==> src/rtl/minmax_tracker.sv <==
// Streaming unsigned min/max tracker: folds a packet of samples into running
// extremes and a saturating count, then holds the result on an output handshake.

module minmax_cmp #(
  parameter int N = 4
) (
  input  logic [N-1:0] a,
  input  logic [N-1:0] b,
  output logic         g,
  output logic         l
);

  assign g = (a > b);
  assign l = (a < b);

endmodule

module minmax_tracker #(
  parameter int N  = 4,
  parameter int CW = 8
) (
  input  logic          clk,
  input  logic          rst,
  input  logic          in_valid,
  output logic          in_ready,
  input  logic [N-1:0]  in_data,
  input  logic          in_last,
  output logic          out_valid,
  input  logic          out_ready,
  output logic [N-1:0]  out_max,
  output logic [N-1:0]  out_min,
  output logic [CW-1:0] out_count
);

  typedef enum logic [1:0] {FIRST, ACC, DONE} state_t;

  state_t        state;
  state_t        state_nx;
  logic [N-1:0]  max_r;
  logic [N-1:0]  min_r;
  logic [CW-1:0] cnt_r;
  logic          accept;
  logic          max_g;
  logic          max_l;
  logic          min_g;
  logic          min_l;
  logic          cmp_unused;

  minmax_cmp #(.N(N)) u_cmp_max (
    .a (in_data),
    .b (max_r),
    .g (max_g),
    .l (max_l)
  );

  minmax_cmp #(.N(N)) u_cmp_min (
    .a (in_data),
    .b (min_r),
    .g (min_g),
    .l (min_l)
  );

  // Only the max instance's g and the min instance's l drive updates.
  assign cmp_unused = max_l ^ min_g;

  assign in_ready  = (state != DONE);
  assign out_valid = (state == DONE);
  assign accept    = in_valid && in_ready;

  assign out_max   = max_r;
  assign out_min   = min_r;
  assign out_count = cnt_r;

  always_comb begin
    state_nx = state;
    case (state)
      FIRST, ACC: begin
        if (accept) begin
          state_nx = in_last ? DONE : ACC;
        end
      end
      DONE: begin
        if (out_ready) begin
          state_nx = FIRST;
        end
      end
      default: state_nx = FIRST;
    endcase
  end

  always_ff @(posedge clk) begin
    if (rst) begin
      state <= FIRST;
      max_r <= '0;
      min_r <= '0;
      cnt_r <= '0;
    end else begin
      state <= state_nx;
      if (accept) begin
        if (state == FIRST) begin
          max_r <= in_data;
          min_r <= in_data;
          cnt_r <= CW'(1);
        end else begin
          if (max_g) begin
            max_r <= in_data;
          end
          if (min_l) begin
            min_r <= in_data;
          end
          // Count saturates; extremes keep tracking regardless.
          if (cnt_r != {CW{1'b1}}) begin
            cnt_r <= cnt_r + CW'(1);
          end
        end
      end
    end
  end

endmodule

==> config.mk <==
export PLATFORM = sky130hd
export DESIGN_NAME = minmax_tracker
export DESIGN_NICKNAME = d
export VERILOG_FILES = /design/src/rtl/minmax_tracker.sv
export SDC_FILE = /design/constraint.sdc
export NUM_CORES = 1
export LEC_CHECK = 0
export BUFFER_PORTS_ARGS = -buffer_cell sky130_fd_sc_hd__buf_2
export CAP_MARGIN = 5
export CORE_MARGIN = 10
export CORE_UTILIZATION = 51
export DETAILED_ROUTE_END_ITERATION = 12
export HOLD_SLACK_MARGIN = 0.12
export PLACE_DENSITY = 0.77
export SLEW_MARGIN = 20
export SYNTH_ARGS = -nofsm -noshare
export SYNTH_HDL_FRONTEND = slang
export SYNTH_SLANG_ARGS = --single-unit
==> constraint.sdc <==
create_clock -name clk -period 2.1 [get_ports clk]
set_input_delay 0.42 -clock clk [delete_from_list [all_inputs] [get_ports clk]]
set_output_delay 0.42 -clock clk [all_outputs]
set_load 0.01 [all_outputs]
==> summary.txt <==
=================================================================================================================
Max-slew headroom ..................................................................................        69.2%
Antenna diode instance count .......................................................................            0
CTS tree ...........................................................................................         done
Number of nets in the layout .......................................................................          160
GRT met2 Usage .....................................................................................        21.6%
Transition time of the tightest slew-check pin .....................................................       460 ps
Total gr overflow ..................................................................................            0
Top-level port count ...............................................................................           27
Chain of cells forming the critical path ........................................................... ha_1, and3_1, and3_4, or4_1, a21boi_0
Synth Instances ....................................................................................          115
Initial antenna violation count ....................................................................            0
Bufs on Longest Clock Path .........................................................................            2
Worst vdd ir .......................................................................................       366 uV
Commonest non-fill, non-tap cell in the layout ..................................................... sky130_fd_sc_hd__buf_2
Setup clock skew after layout ......................................................................      6.41 ps
Area share of xor/xnor cells in the synthesized design .............................................           0%
Ys async rst share .................................................................................           0%
Fraction of the cycle the final worst path needs ...................................................        82.7%
Wire length of the first global-routing pass .......................................................      4.26 mm
Hold path startpoint ...............................................................................      in_last
Initial DRT Pass Iterations ........................................................................            4
Arrival time of data at the critical path endpoint .................................................      1960 ps
Highest cell delay on the worst timing path ........................................................       460 ps
Gp weighted congestion .............................................................................        0.817
Clock latency reported for the late side of the worst-skew pair ....................................       290 ps
Initial standard-cell utilization of the core ......................................................        54.1%
Maximum frequency from static timing analysis ......................................................      576 MHz
Vias after detailed routing ........................................................................          950
Final Hold Viols ...................................................................................            0
Combinational power share ..........................................................................        18.8%
Max-slew violations ................................................................................            0
Slowest cell on crit path .......................................................................... sky130_fd_sc_hd__or4_1
Synthesized area ...................................................................................     1060 um2
# clock sinks ......................................................................................           18
Num CTS Buffers ....................................................................................            3
Number of synthesized register bits ................................................................           18
Placed Cells .......................................................................................          165
Setup violation total in the final timing report ...................................................            0
Non-filler instance count after layout .............................................................          169
Mux contribution to synthesized area ...............................................................        7.55%
Sw Pwr .............................................................................................       198 uW
Hold-fix buffers at CTS ............................................................................            0
Standard cell core area ............................................................................     1960 um2
Ratio of cells with drive above 1 in the final layout ..............................................        24.6%
Final core utilization .............................................................................        63.3%
Number of placement rows ...........................................................................           16
Final hold slack ...................................................................................       326 ps
Total Neg Setup Slack ..............................................................................         0 ps
Main combinational cell family by area after synthesis ............................................. simple AND/OR/NAND/NOR gates
Number of global-route vias before repair ..........................................................         1005
Post-synthesis cell type count .....................................................................           37
Required @ worst endpoint ..........................................................................      2320 ps
Routed via count divided by cell count .............................................................         5.62
Arithmetic-cell share of the synthesized area counting full adders, half adders and majority gates .        9.43%
Number of flops mapped to enable cells by yosys ....................................................            0
Total power after layout ...........................................................................       723 uW
Tmin final .........................................................................................      1740 ps
Outcome ............................................................................................ finished, final reports clean
Net count of the mapped netlist ....................................................................          132
Most frequent cells in the layout .................................................................. sky130_fd_sc_hd__buf_2 (26), sky130_fd_sc_hd__dfxtp_1 (18), sky130_fd_sc_hd__nand2b_1 (13)
Kind of critical path .............................................................................. flop to flop
DRC violation count after routing ..................................................................            0
PostCTS Resize Cnt .................................................................................            0
Die ar. ............................................................................................     4300 um2
Global-route met3 utilization ......................................................................        3.39%
Iteration-0 DRC count of the detailed router .......................................................           43
Count of fill cells added during filler insertion ..................................................          203
Cell internal pwr ..................................................................................       525 uW
Chip width .........................................................................................      65.6 um
# Post-CTS Setup Buffers ...........................................................................            0
RSZ-0062 raised after global routing ...............................................................           no
Root Buffer Master ................................................................................. sky130_fd_sc_hd__clkbuf_4
Count of yosys warnings during synthesis ...........................................................            0
Port-buffer cells ..................................................................................           26
Deepest level of the CTS H-tree ....................................................................            1
Routed WL ..........................................................................................      2.47 mm
Post-synthesis sequential area ratio ...............................................................        34.0%
Area added between synthesis and finish ............................................................        17.0%
Static leakage .....................................................................................     0.546 nW
CP endpoint kind ...................................................................................         flop
Commonest register cell after synthesis ............................................................ sky130_fd_sc_hd__dfxtp_1
DR WL/cell .........................................................................................      14.6 um
All-Layer GR Usage .................................................................................        11.9%
Maxcap violations ..................................................................................            0
Detailed-placement wirelength estimate .............................................................      1.97 mm
Proportion of power drawn by flip-flops and latches ................................................        51.4%
Simple-gate share of the synthesized area ..........................................................        24.1%
Critical R2R Launch ................................................................................ out_count[0]$_SDFFE_PP0P_
GRT busiest layer ..................................................................................         met2
Die outline height .................................................................................      65.6 um
Launch point of the worst path ..................................................................... out_count[0]$_SDFFE_PP0P_
Worst Hold Class ................................................................................... primary input to flop
Clk slew on worst S/H paths ........................................................................       110 ps
Switching portion of total power ...................................................................        27.3%
Maximum fanout encountered on the critical timing path .............................................           12
Fraction of the mapped netlist area in compound gates ..............................................        18.9%
Avg Inst Size Synth ................................................................................     9.23 um2
Startpoint type of the worst setup path ............................................................         flop
Clock share of power ...............................................................................        29.8%
M1 GR Usage ........................................................................................        12.7%
Pin count of the biggest net entering global routing ...............................................           18
Total power per unit cell area .....................................................................   582 nW/um2
Antenna Nets Post-Route ............................................................................            0
=================================================================================================================
[per-layer routing]
metal	part of all wire (%)	vias to the layer above
met1	42	451
met5	0	-
met3	5.1	2
met2	53	23
met4	0.24	0
li1	-	474
[cell type report]
cell class                      instances  area (um2)  share of cell area [%]
Clock buffer                            4        36.3                    2.92
Inverter                               10        37.5                    3.02
Timing Repair Buffer                   27         138                    11.1
Sequential cell                        18         360                    29.0
Multi-Input combinational cell         83         636                    51.2
Tap cell                               27        33.8                    2.72
[power by group through the flow]
stage	clock [mW]	sequential, mW	combinational [mW]
final	0.215	0.372	0.136
after global routing	0.235	0.374	0.152
after CTS	0.222	0.372	0.138
after detailed placement	0	0.379	0.137
after global placement	0	0.378	0.133
after floorplan	0	0.386	0.0819
[through the flow]
stage	cell area, um2	setup WS (ps)
final	1240	363
after global routing	1240	243
after CTS	1240	356
after detailed placement	1200	293
after global placement	1200	377
after floorplan	1060	361
[state kept, by name, indices dropped and copies added, names as in the netlist]
| signal | cells |
|---|---|
| out_count | 8 |
| out_max | 4 |
| out_min | 4 |
| state | 2 |
[synthesized netlist by cell type (2+ instances only)]
library cell,n,share of area (%)
sky130_fd_sc_hd__o21a_1,2,1.4
sky130_fd_sc_hd__or4_1,4,2.8
sky130_fd_sc_hd__and3_1,2,1.2
sky130_fd_sc_hd__mux2i_1,8,7.5
sky130_fd_sc_hd__a21oi_1,2,0.94
sky130_fd_sc_hd__o21ai_0,3,1.4
sky130_fd_sc_hd__inv_1,10,3.5
sky130_fd_sc_hd__a21boi_1,2,1.4
sky130_fd_sc_hd__nand2b_1,13,7.7
sky130_fd_sc_hd__nand3_1,5,2.4
sky130_fd_sc_hd__ha_1,8,9.4
sky130_fd_sc_hd__a21boi_0,3,2.1
sky130_fd_sc_hd__nand2_1,5,1.8
sky130_fd_sc_hd__o31ai_1,4,2.8
sky130_fd_sc_hd__dfxtp_1,18,34
sky130_fd_sc_hd__nand4_1,2,1.2
sky130_fd_sc_hd__nor2_1,4,1.4
[worst paths after layout]
check	endpoint	depth (start not counted)	slack [ps]
hold / removal	state[0]$_SDFFE_PP0P_	2	330
hold reg to reg	state[0]$_SDFFE_PP0P_	1	470
setup / recovery	out_count[4]$_SDFFE_PP0P_	5	360
setup reg to reg	out_count[4]$_SDFFE_PP0P_	5	360
[critical path, delay by kind of cell (launching register included)]
kind            cells  cell delay [ps]
flops               1              380
simple gates        3              870
fa+ha+maj           1              240
compound gates      1              170
[cell families (layout without fill, tap and decap cells)]
| logic type | count (synthesis) | count (layout) |
|---|---|---|
| AO/OA/AOI/OAI | 26 | 26 |
| buffers and inverters | 14 | 41 |
| adder cells (fa/ha/maj) | 8 | 8 |
| flip-flops | 18 | 18 |
| multiplexers | 8 | 8 |
| AND/OR/NAND/NOR | 41 | 41 |
Note: power is estimated with default switching activity, not from simulation.
